<file path="config.mk">
export PLATFORM = sky130hd
export DESIGN_NAME = updown_mod_counter
export DESIGN_NICKNAME = d
export VERILOG_FILES = /design/src/rtl/updown_mod_counter.sv
export SDC_FILE = /design/constraint.sdc
export NUM_CORES = 1
export LEC_CHECK = 0
export CORE_AREA = 2 2 42 44
export DETAILED_ROUTE_END_ITERATION = 7
export DIE_AREA = 0 0 44 46
export PLACE_DENSITY_LB_ADDON = 0.25
export SETUP_SLACK_MARGIN = 0.3
export SYNTH_ARGS = -nofsm -noshare
export SYNTH_HDL_FRONTEND = slang
export SYNTH_SLANG_ARGS = --single-unit
</file>
<file path="constraint.sdc">
create_clock -name clock -period 2.4 [get_ports clock]
set_input_delay 0.48 -clock clock [delete_from_list [all_inputs] [get_ports clock]]
set_output_delay 0.48 -clock clock [all_outputs]
set_load 0.005 [all_outputs]
</file>
<file path="src/rtl/updown_mod_counter.sv">
// Up/down modulo-N counter with parallel load, optional saturation and
// carry/borrow pulses for cascading. Counts 0..MODULUS-1.
module updown_mod_counter #(
  parameter int unsigned WIDTH    = 4,
  parameter int unsigned MODULUS  = 16,
  parameter bit          SATURATE = 1'b0
) (
  input  logic             clock,
  input  logic             reset,
  input  logic             load,
  input  logic [WIDTH-1:0] load_val,
  input  logic             c,
  input  logic             d,
  output logic [WIDTH-1:0] out,
  output logic             carry,
  output logic             borrow
);

  // Extended width so limit compares and +/-1 never wrap silently.
  localparam int unsigned CW = WIDTH + 1;
  localparam logic [CW-1:0] MAX_EXT = CW'(MODULUS - 1);
  localparam logic [CW-1:0] ONE_EXT = CW'(1);

  // Reject a modulus the count register cannot represent.
  if ((MODULUS < 2) || (64'(MODULUS) > (64'(1) << WIDTH))) begin : g_bad_modulus
    $error("updown_mod_counter: MODULUS %0d illegal for WIDTH %0d", MODULUS, WIDTH);
  end

  typedef enum logic [1:0] {
    MODE_HOLD = 2'd0,
    MODE_UP   = 2'd1,
    MODE_DOWN = 2'd2,
    MODE_LOAD = 2'd3
  } mode_e;

  logic [WIDTH-1:0] out_q, out_d;
  logic             carry_q, carry_d;
  logic             borrow_q, borrow_d;

  mode_e            mode_c;
  logic [CW-1:0]    cnt_ext_c;
  logic [CW-1:0]    load_ext_c;
  logic             at_max_c;
  logic             at_zero_c;

  // Decode the per-edge operation; load beats counting, opposing requests cancel.
  always_comb begin
    mode_c = MODE_HOLD;
    if (load) begin
      mode_c = MODE_LOAD;
    end else if (c && !d) begin
      mode_c = MODE_UP;
    end else if (d && !c) begin
      mode_c = MODE_DOWN;
    end
  end

  // Limit detection on the extended-width count.
  always_comb begin
    cnt_ext_c  = {1'b0, out_q};
    load_ext_c = {1'b0, load_val};
    at_max_c   = (cnt_ext_c >= MAX_EXT);
    at_zero_c  = (out_q == '0);
  end

  // Next count and carry/borrow pulses.
  always_comb begin
    out_d    = out_q;
    carry_d  = 1'b0;
    borrow_d = 1'b0;
    unique case (mode_c)
      MODE_LOAD: begin
        if (load_ext_c > MAX_EXT) begin
          out_d = MAX_EXT[WIDTH-1:0];
        end else begin
          out_d = load_val;
        end
      end
      MODE_UP: begin
        if (at_max_c) begin
          carry_d = 1'b1;
          out_d   = SATURATE ? out_q : '0;
        end else begin
          out_d = WIDTH'(cnt_ext_c + ONE_EXT);
        end
      end
      MODE_DOWN: begin
        if (at_zero_c) begin
          borrow_d = 1'b1;
          out_d    = SATURATE ? out_q : MAX_EXT[WIDTH-1:0];
        end else begin
          out_d = WIDTH'(cnt_ext_c - ONE_EXT);
        end
      end
      default: begin
        out_d = out_q;
      end
    endcase
  end

  // State register; synchronous reset dominates everything.
  always_ff @(posedge clock) begin
    if (reset) begin
      out_q    <= '0;
      carry_q  <= 1'b0;
      borrow_q <= 1'b0;
    end else begin
      out_q    <= out_d;
      carry_q  <= carry_d;
      borrow_q <= borrow_d;
    end
  end

  assign out    = out_q;
  assign carry  = carry_q;
  assign borrow = borrow_q;

endmodule
</file>
==> results of run 1 <==
## metrics by stage
step	setup slack (ps)	instances	hold WS (ps)	util	total power, uW
floorplan	538.3	55	543.9	-	187.0
global placement	73.45	87	588.4	0.3868	233.2
detailed placement	54.73	87	581.0	0.3868	233.9
CTS	309.5	90	588.1	0.4008	326.9
global route	548.2	90	635.1	0.4147	347.8
finish	636.1	90	594.9	0.4147	324.8
## state kept, by name (all words and copies together), names as in the netlist
signal,count
carry,1
borrow,1
out,4
## cells by family after synthesis
group                      Yosys count  synth area share
DFF                                  6            0.2637
muxes                                2           0.04396
AOI/OAI and AO/OA                   20            0.3187
buffers and inverters               10           0.09889
and+or+nand+nor                     12            0.1374
adders and majority gates            5            0.1374
## layout by cell type (no fill, tap or decap), types with 2 or more instances in the layout
| master | netlist | layout |
|---|---|---|
| clkdlybuf4s50_1 | 0 | 11 |
| inv_1 | 8 | 8 |
| a21oi_1 | 8 | 7 |
| dfxtp_1 | 6 | 6 |
| nand2_1 | 3 | 3 |
| ha_1 | 5 | 3 |
| clkbuf_4 | 0 | 3 |
| dlymetal6s2s_1 | 0 | 3 |
| buf_4 | 0 | 3 |
| mux2i_1 | 2 | 2 |
| nor2_1 | 2 | 2 |
| a221oi_2 | 1 | 2 |
| nand2b_1 | 2 | 2 |
| ha_2 | 0 | 2 |
## routing by layer
| metal | vias to the layer above | global-route usage |
|---|---|---|
| met5 | - | 0 |
| met4 | 0 | 0.07273 |
| met3 | 2 | 0.01190 |
| met2 | 18 | 0.1441 |
| met1 | 221 | 0.1529 |
| li1 | 240 | - |
## cell type report
type | instances | share of cell area
flip-flops and latches | 6 | 0.1794
well taps | 17 | 0.03178
inverters | 8 | 0.04486
clock buffers | 3 | 0.03364
repair buffers | 17 | 0.2542
multi-input cells | 39 | 0.4561
## worst min path at each step
stage	start	to	slack, ps	depth (start not counted)
after global routing	out[3]	borrow	640	1
final	out[3]	borrow	590	1
after detailed placement	out[3]	borrow	580	1
after floorplan	out[3]	carry	540	2
after global placement	out[3]	carry	590	2
after CTS	out[3]	borrow	590	1
## where the power goes
part / total (uW) / leakage, uW / internal [uW] / switching (uW)
clock network: 89.2 / 0.0000138 / 56.3 / 32.8
registers: 124 / 0.0000493 / 109 / 15.9
logic: 111 / 0.000230 / 63.8 / 47.4
==> qor.yml, run 1 <==
placed_design:
  dpl.hpwl_um: 799.7
  gp_congestion: 0.7276
  portBuffers: 14
  place_area_um2: 624.3
global_routing:
  grt_pass1_wl_mm: 1.587
  grt_max_degree: 10
  antenna_found_initial: 0
  grtUsageTotal: 0.1060
  grt_pass1_vias: 373
  grt_overflow_total: 0
critical_path:
  required_ps: 1920
  reg2reg_depth: 6
  worstPathMaxFanout: 9
  start_kind: "register"
  crit_path_end: "out[2]"
  r2r_setup_slack_ps: 680
  cp_num_buf_inv: 1
  crit_start: "out[2]"
  cp-end-kind: "output port"
  critPathArrivalTime_ps: 1280
  critPathKind: "reg2out"
  critPathSlowestCell: "clkdlybuf4s50_1"
  r2r_start: "out[0]"
  r2r-end: "out[0]"
  crit_family: "buffers and inverters"
  crit_chain: "clkdlybuf4s50_1"
  max_stage_delay_ps: 560
  cp.depth: 1
die:
  ioPinCount: 15
  dieArea_mm2: 0.002024
  start_util: 0.2822
  core.rowCount: 15
  core_mm2: 0.001614
  die_width_um: 44
  fp.dieH_um: 46
cts:
  cts_resized: 0
  htreeDepth: 1
  clk_latency_ps: 240
  numCtsBuffers: 3
  clockBufferDepth: 2
  cts_hold_buffers: 0
  cts_root_buf: "clkbuf_4"
  post-cts-setup-buffers: 0
  cts_tree: "yes"
  clk_pin_slew_ps: 40
  clock-sinks: 6
finish:
  stdcell_area_um2: 669.4
  multi_input_area_um2: 305.3
  drive_above_1_share: 0.1507
  antenna_cells: 0
  fillCellCount: 165
  final_nets: 89
  syn2layout_area_growth_pct: 46.98
  area.sequential_um2: 120.1
sta:
  min_period_ps: 1764
  max_freq_mhz: 566.9
  finClkSkew_ps: 0.1931
  hold_viol: 0
  rsz0062_at_grt: "false"
  setup_viol: 0
  setup_tns_ps: 0
  worst_pin_slew_ps: 345.5
  final_max_slew_viol_count: 0
  slew_headroom: 0.7696
  min_period_over_period: 0.7349
flow_run:
  drv_cap: 0
routing:
  drt-vias-per-instance: 5.344
  routedWlPerCell_um: 11.27
  ant_nets: 0
  dr_wl_met2_um: 486
  dr.pass1.iters: 4
  dr.max_layer_used: "met4"
  drc: 0
  via_count: 481
  routed_wl_mm: 1.014
  drt_iter0_markers: 10
  wl_met1_um: 454
  wl_met3_um: 63
synth:
  synth_top_cell_by_area: "dfxtp_1"
  ys_seq_area_frac: 0.2637
  synth_fp_nets: 69
  synth_cell_types: 26
  synth-async-reset-ratio: 0
  yosys.area.top_type_share: 0.2637
  synth-edff-count: 0
  synthFlopType: "dfxtp_1"
  synth_cells: 55
  synth_common_cells: "a21oi_1, inv_1, dfxtp_1"
  synthTopCellsByArea: "dfxtp_1, ha_1, a21oi_1"
  netlist_area_um2: 455.4
  syn_avg_cell_area_um2: 8.281
  ys_warn_count: 0
  synth_seq_cells: 6
pwr:
  ir_worst_vdd_uv: 163.1
  p_leak_uw: 0.0002934
  p_per_area_mw_per_mm2: 485.3
worst_hold_path:
  hp-class: "reg2reg"
outcome:
  outcome: "finished clean"
(Power assumes the default switching activity.)
==> inputs of run 2 (changes only) <==
==> constraint.sdc (replaced) <==
create_clock -name clock -period 1.53 [get_ports clock]
set_input_delay 0.306 -clock clock [delete_from_list [all_inputs] [get_ports clock]]
set_output_delay 0.306 -clock clock [all_outputs]
set_load 0.005 [all_outputs]
==> run 2 against run 1 <==
Non-clock buffer count is 16 higher; worst hold slack lost 19 ps; sequential share of layout area decreased by 2.6 points; via count is 15% higher; utilization grew 13 points; sequential power rose by 52%; clock power rose by 68%.
==> qor.yml, run 2 (synthesis results as in run 1) <==
placed_design:
  place_area_um2: 732.0  # was 624.3 um2
  post-place-ws_ps: -592.4  # was 54.73 ps
  portBuffers: 14  # unchanged
  dpl.hpwl_um: 929.8  # was 799.7 um
  gp_congestion: 0.7152  # was 0.7276
cts:
  clock-sinks: 6  # unchanged
  numCtsBuffers: 3  # unchanged
  cts_root_buf: "clkbuf_4"  # unchanged
  clk_pin_slew_ps: 50  # was 40 ps
  clk_latency_ps: 250  # was 240 ps
  clockBufferDepth: 2  # unchanged
  cts_hold_buffers: 0  # unchanged
  htreeDepth: 1  # unchanged
  cts_tree: "yes"  # unchanged
finish:
  final_nets: 105  # was 89
  syn2layout_area_growth_pct: 93.13  # was 46.98%
  stdcell_area_um2: 879.6  # was 669.4 um2
  fillCellCount: 148  # was 165
  antenna_cells: 0  # unchanged
  area.sequential_um2: 135.1  # was 120.1 um2
  drive_above_1_share: 0.5730  # was 0.1507
  layout_common_cells: "buf_4, a21oi_1, clkdlybuf4s50_1"  # was clkdlybuf4s50_1, inv_1, a21oi_1, dfxtp_1
  multi_input_area_um2: 387.9  # was 305.3 um2
  layout_commonest_cell: "buf_4"  # was clkdlybuf4s50_1
  largest_reg_flops: 4  # unchanged
die:
  core_mm2: 0.001614  # unchanged
  start_util: 0.2822  # unchanged
  fp.dieH_um: 46  # unchanged
  die_width_um: 44  # unchanged
  ioPinCount: 15  # unchanged
  core.rowCount: 15  # unchanged
  dieArea_mm2: 0.002024  # unchanged
critical_path:
  max_stage_delay_ps: 350  # was 560 ps
  start_kind: "register"  # unchanged
  critPathArrivalTime_ps: 1620  # was 1280 ps
  cp-end-kind: "register"  # was output port
  required_ps: 1690  # was 1920 ps
  critPathKind: "reg2reg"  # was reg2out
  cp_num_buf_inv: 1  # unchanged
  crit_family: "compound AO/OA/AOI/OAI gates"  # was buffers and inverters
  critPathSlowestCell: "dfxtp_4"  # was clkdlybuf4s50_1
  crit_chain: "inv_4 > ha_4 > nand2_2 > o31a_1 > or3_4 > a221oi_2"  # was clkdlybuf4s50_1
  worstPathMaxFanout: 3  # was 9
global_routing:
  grt_pass1_wl_mm: 2.125  # was 1.587 mm
  grt_pass1_vias: 499  # was 373
  met2_usage: 0.2676  # was 0.1441
  grt_overflow_total: 0  # unchanged
  grt_use_met1: 0.1604  # was 0.1529
  grtUsageTotal: 0.1439  # was 0.1060
  met3_usage: 0.03968  # was 0.01190
  grt_max_degree: 9  # was 10
  top_usage_layer: "met2"  # was met1
  antenna_found_initial: 0  # unchanged
pwr:
  ir_worst_vdd_uv: 349.4  # was 163.1 uV
  p_per_area_mw_per_mm2: 726.4  # was 485.3 mW/mm2
  comb_power_share: 0.471  # was 0.342
  p_clk_frac: 0.235  # was 0.274
  switchingPower_uw: 205.1  # was 96.18 uW
  p_leak_uw: 0.0003843  # was 0.0002934 uW
  p_int_uw: 433.8  # was 228.7 uW
  p_seq_frac: 0.295  # was 0.383
  netSwitchingFraction: 0.3210  # was 0.2961
routing:
  via_count: 555  # was 481
  routed_wl_mm: 1.426  # was 1.014 mm
  routedWlPerCell_um: 13.45  # was 11.27 um
  drc: 0  # unchanged
  drt-vias-per-instance: 5.236  # was 5.344
  dr.pass1.iters: 4  # unchanged
  ant_nets: 0  # unchanged
  drt_iter0_markers: 14  # was 10
sta:
  holdWs_ps: 575.4  # was 594.9 ps
  hold_viol: 0  # unchanged
  worst_pin_slew_ps: 286.2  # was 345.5 ps
  final_max_slew_viol_count: 0  # unchanged
  min_period_ps: 1461
  rsz0062_at_grt: "true"  # was false
  finClkSkew_ps: 1.890  # was 0.1931 ps
  min_period_over_period: 0.9550
  max_freq_mhz: 684.4
  setup_ws_ps: 68.78  # was 636.1 ps
  slew_headroom: 0.8086  # was 0.7696
  setup_viol: 0  # unchanged
flow_run:
  drv_cap: 0  # unchanged
worst_hold_path:
  hp-class: "reg2reg"  # unchanged
outcome:
  outcome: "finished clean"  # unchanged
==> run 2: cell types whose count changed in the layout (fill, tap and decap cells not counted), moves of 4 or more <==
cell             before  now
dfxtp_1               6    2
dfxtp_4               0    4
dlygate4sd2_1         0    4
clkdlybuf4s50_1      11    5
buf_4                 3   18
buf_6                 0    4
inv_1                 8    3
==> run 2: power groups by stage <==
stage | Combinational (uW) | Sequential (uW) | Clock, uW
floorplan | 125 | 192 | 0
global placement | 221 | 194 | 0
detailed placement | 222 | 195 | 0
CTS | 266 | 187 | 153
global route | 324 | 191 | 158
finish | 301 | 188 | 150
==> run 2: what timing repair did <==
action,4_1_cts,5_1_grt
setup endpoints to repair,12,5
pin swaps,10,5
resized for setup,34,12
buffers inserted,7,2
==> run 2: worst register-to-register path: stages (launching register included) <==
cell	delay, ps
dfxtp_4	350
inv_4	60
ha_4	130
nand2_2	60
o31a_1	240
or3_4	330
a221oi_2	210
==> run 2: cell type report <==
type                       count  share of cell area
sequential                     6              0.1536
multi-input combinational     39              0.4410
timing repair buffer          33              0.3129
tap                           17             0.02418
inverter                       8             0.04267
clock buffer                   3             0.02560
==> run 2: routing by layer <==
metal | vias to the layer above | part of all wire
met2 | 25 | 0.49
met5 | - | 0
li1 | 273 | -
met4 | 0 | 0.018
met1 | 251 | 0.44
met3 | 6 | 0.056
==> run 2: through the flow <==
stage | setup TNS (ps) | instances | utilization | total power (uW)
floorplan | -9.457 | 55 | - | 316.5
global placement | -2264 | 94 | 0.4535 | 415.1
detailed placement | -2283 | 94 | 0.4535 | 416.8
CTS | 0 | 104 | 0.5093 | 606.7
global route | -29.10 | 106 | 0.5450 | 673.1
finish | 0 | 106 | 0.5450 | 638.9
==> run 2: worst paths after layout <==
check	startpoint	cells past startpoint	to	slack, ps
setup / recovery	out[0]	6	out[0]	70
hold / removal	out[2]	2	borrow	580
setup reg to reg	out[0]	6	out[0]	70
hold reg to reg	out[2]	2	borrow	580
==> inputs of run 3 (changes only) <==
--- a/config.mk
+++ b/config.mk
@@ -8,7 +8,6 @@
 export CORE_AREA = 2 2 42 44
 export DETAILED_ROUTE_END_ITERATION = 7
 export DIE_AREA = 0 0 44 46
-export PLACE_DENSITY_LB_ADDON = 0.25
 export SETUP_SLACK_MARGIN = 0.3
 export SYNTH_ARGS = -nofsm -noshare
 export SYNTH_HDL_FRONTEND = slang
==> constraint.sdc (replaced) <==
create_clock -name clock -period 1.8 [get_ports clock]
set_input_delay 0.36 -clock clock [delete_from_list [all_inputs] [get_ports clock]]
set_output_delay 0.36 -clock clock [all_outputs]
set_load 0.005 [all_outputs]
==> run 3 against run 2 <==
Combinational power fell by 26%; sequential power fell by 11%; register-to-register slack improved by 200 ps; clock-buffer cell count did not move; non-clock buffer count fell by 1; clock skew fell by 1.6 ps; power fell by 21%; critical path type is now in2reg; largest cell class unchanged.
==> qor.yml, run 3 (synthesis results as in run 1) <==
finish:
  layout_common_cells: "buf_4, clkdlybuf4s50_1, a21oi_1"  # was buf_4, a21oi_1, clkdlybuf4s50_1
  instances_no_fill: 105  # was 106
  drive_above_1_share: 0.4886  # was 0.5730
  syn2layout_area_growth_pct: 85.16  # was 93.13%
  stdcell_area_um2: 843.3  # was 879.6 um2
  layout_commonest_cell: "buf_4"  # unchanged
  antenna_cells: 0  # unchanged
  final_nets: 104  # was 105
  area.sequential_um2: 130.1  # was 135.1 um2
  largest_reg_flops: 4  # unchanged
  fillCellCount: 146  # was 148
  multi_input_area_um2: 357.8  # was 387.9 um2
critical_path:
  crit_chain: "buf_6 > a21oi_2 > ha_2 > nand2_2 > o31a_1 > or3_4 > a221oi_2"  # was inv_4 > ha_4 > nand2_2 > o31a_1 > or3_4 > a221oi_2
  required_ps: 1950  # was 1690 ps
  critPathArrivalTime_ps: 1690  # was 1620 ps
  worstPathMaxFanout: 2  # was 3
  cp_num_buf_inv: 1  # unchanged
  r2r_start: "out[1]"  # was out[0]
  r2r-end: "out[0]"  # unchanged
  start_kind: "input pin"  # was register
  max_stage_delay_ps: 380  # was 350 ps
  crit_family: "compound AO/OA/AOI/OAI gates"  # unchanged
  critPathKind: "in2reg"  # was reg2reg
  critPathSlowestCell: "or3_4"  # was dfxtp_4
  reg2reg_depth: 6  # unchanged
  cp-end-kind: "register"  # unchanged
  r2r_setup_slack_ps: 270  # was 70 ps
outcome:
  outcome: "finished clean"  # unchanged
sta:
  slew_headroom: 0.8072  # was 0.8086
  final_max_slew_viol_count: 0  # unchanged
  setup_ws_ps: 258.8  # was 68.78 ps
  min_period_ps: 1541
  setup_viol: 0  # unchanged
  max_freq_mhz: 648.9
  finClkSkew_ps: 0.3332  # was 1.890 ps
  holdWs_ps: 499.5  # was 575.4 ps
  worst_pin_slew_ps: 285.5  # was 286.2 ps
  hold_viol: 0  # unchanged
  min_period_over_period: 0.8562
  rsz0062_at_grt: "true"  # unchanged
global_routing:
  grtUsageTotal: 0.1456  # was 0.1439
  grt_overflow_total: 0  # unchanged
  grt_max_degree: 10  # was 9
  antenna_found_initial: 0  # unchanged
  grt_pass1_wl_mm: 2.104  # was 2.125 mm
  grt_pass1_vias: 505  # was 499
routing:
  via_count: 527  # was 555
  drt_iter0_markers: 3  # was 14
  routed_wl_mm: 1.344  # was 1.426 mm
  ant_nets: 0  # unchanged
  drt-vias-per-instance: 5.019  # was 5.236
  drc: 0  # unchanged
  routedWlPerCell_um: 12.80  # was 13.45 um
  dr.pass1.iters: 4  # unchanged
placed_design:
  place_area_um2: 683.2  # was 732.0 um2
  dpl.hpwl_um: 891.7  # was 929.8 um
  dp_cells: 94  # unchanged
  post-place-ws_ps: -436.3  # was -592.4 ps
  portBuffers: 14  # unchanged
  gp_congestion: 0.7832  # was 0.7152
worst_hold_path:
  hold_end: "out[0]"  # was borrow
  min_path_cells: 2  # unchanged
  hp-class: "reg2reg"  # unchanged
  timing.hold.worst.start: "out[0]"  # was out[2]
cts:
  clk_latency_ps: 230  # was 250 ps
  clock-sinks: 6  # unchanged
  cts_hold_buffers: 0  # unchanged
  cts_root_buf: "clkbuf_4"  # unchanged
  clk_pin_slew_ps: 40  # was 50 ps
  numCtsBuffers: 3  # unchanged
  cts_tree: "yes"  # unchanged
  clockBufferDepth: 2  # unchanged
  htreeDepth: 1  # unchanged
die:
  ioPinCount: 15  # unchanged
  die_width_um: 44  # unchanged
  fp.dieH_um: 46  # unchanged
  start_util: 0.2822  # unchanged
  core.rowCount: 15  # unchanged
  dieArea_mm2: 0.002024  # unchanged
  core_mm2: 0.001614  # unchanged
pwr:
  p_per_area_mw_per_mm2: 602.1  # was 726.4 mW/mm2
  p_leak_uw: 0.0003665  # was 0.0003843 uW
  ir_worst_vdd_uv: 353.9  # was 349.4 uV
flow_run:
  drv_cap: 0  # unchanged
run 3: cell count changes in the layout (fill, tap and decap cells not counted), moves of 2 or more:
cell / change
dlygate4sd2_1: -3
inv_2: +2
inv_4: -3
dfxtp_4: -2
dfxtp_2: +2
clkdlybuf4s50_1: +4
buf_4: -2
run 3: report_power, final:
part	switching, uW	total (uW)	internal (uW)	leakage (uW)
Clock	43.0	118	75.1	0.0000138
Combinational	89.9	223	133	0.000302
Sequential	20.0	167	147	0.0000512
Total	153	508	355	0.000367
run 3: what timing repair did:
| item | CTS | global route |
|---|---|---|
| setup endpoints to repair | 9 | 7 |
| pin swaps | 8 | 10 |
| resized for setup | 31 | 8 |
| gates cloned | 0 | 0 |
| setup buffers | 7 | 1 |
run 3: area by class of cell:
type	count	share of cell area
clock buffer	3	0.02671
inverter	8	0.03561
multi-input combinational	39	0.4243
sequential	6	0.1543
tap	17	0.02522
timing repair buffer	32	0.3338
run 3: stage by stage:
| step | utilization | total power [uW] | setup TNS [ps] |
|---|---|---|---|
| global route | 0.5225 | 548.1 | 0 |
| finish | 0.5225 | 507.8 | 0 |
| floorplan | - | 251.0 | 0 |
| CTS | 0.4946 | 492.8 | 0 |
| detailed placement | 0.4233 | 333.6 | -1236 |
| global placement | 0.4233 | 332.1 | -1142 |
run 3: how the worst max path moves through the flow:
stage	start	slack, ps	cells past startpoint	to
6_report	c	260	7	out[0]
4_1_cts	d	220	8	out[0]
3_3_place_gp	d	-420	8	out[0]
2_1_floorplan	d	150	7	out[0]
5_1_grt	c	220	8	out[0]
3_5_place_dp	d	-440	8	out[0]
run 3: worst register-to-register path, delay by kind of cell (launching register included):
kind | cells | cell delay (ps)
AOI/OAI and AO/OA | 2 | 440
adders and majority gates | 1 | 140
buffers and inverters | 1 | 70
DFF | 1 | 360
and+or+nand+nor | 2 | 430
run 3: layer usage:
layer / global-route usage / vias up / routed length (um)
li1: - / 269 / -
met2: 0.2588 / 12 / 733
met1: 0.1580 / 244 / 560
met4: 0.05455 / 0 / 8
met3: 0.05159 / 2 / 41
met5: 0 / - / 0
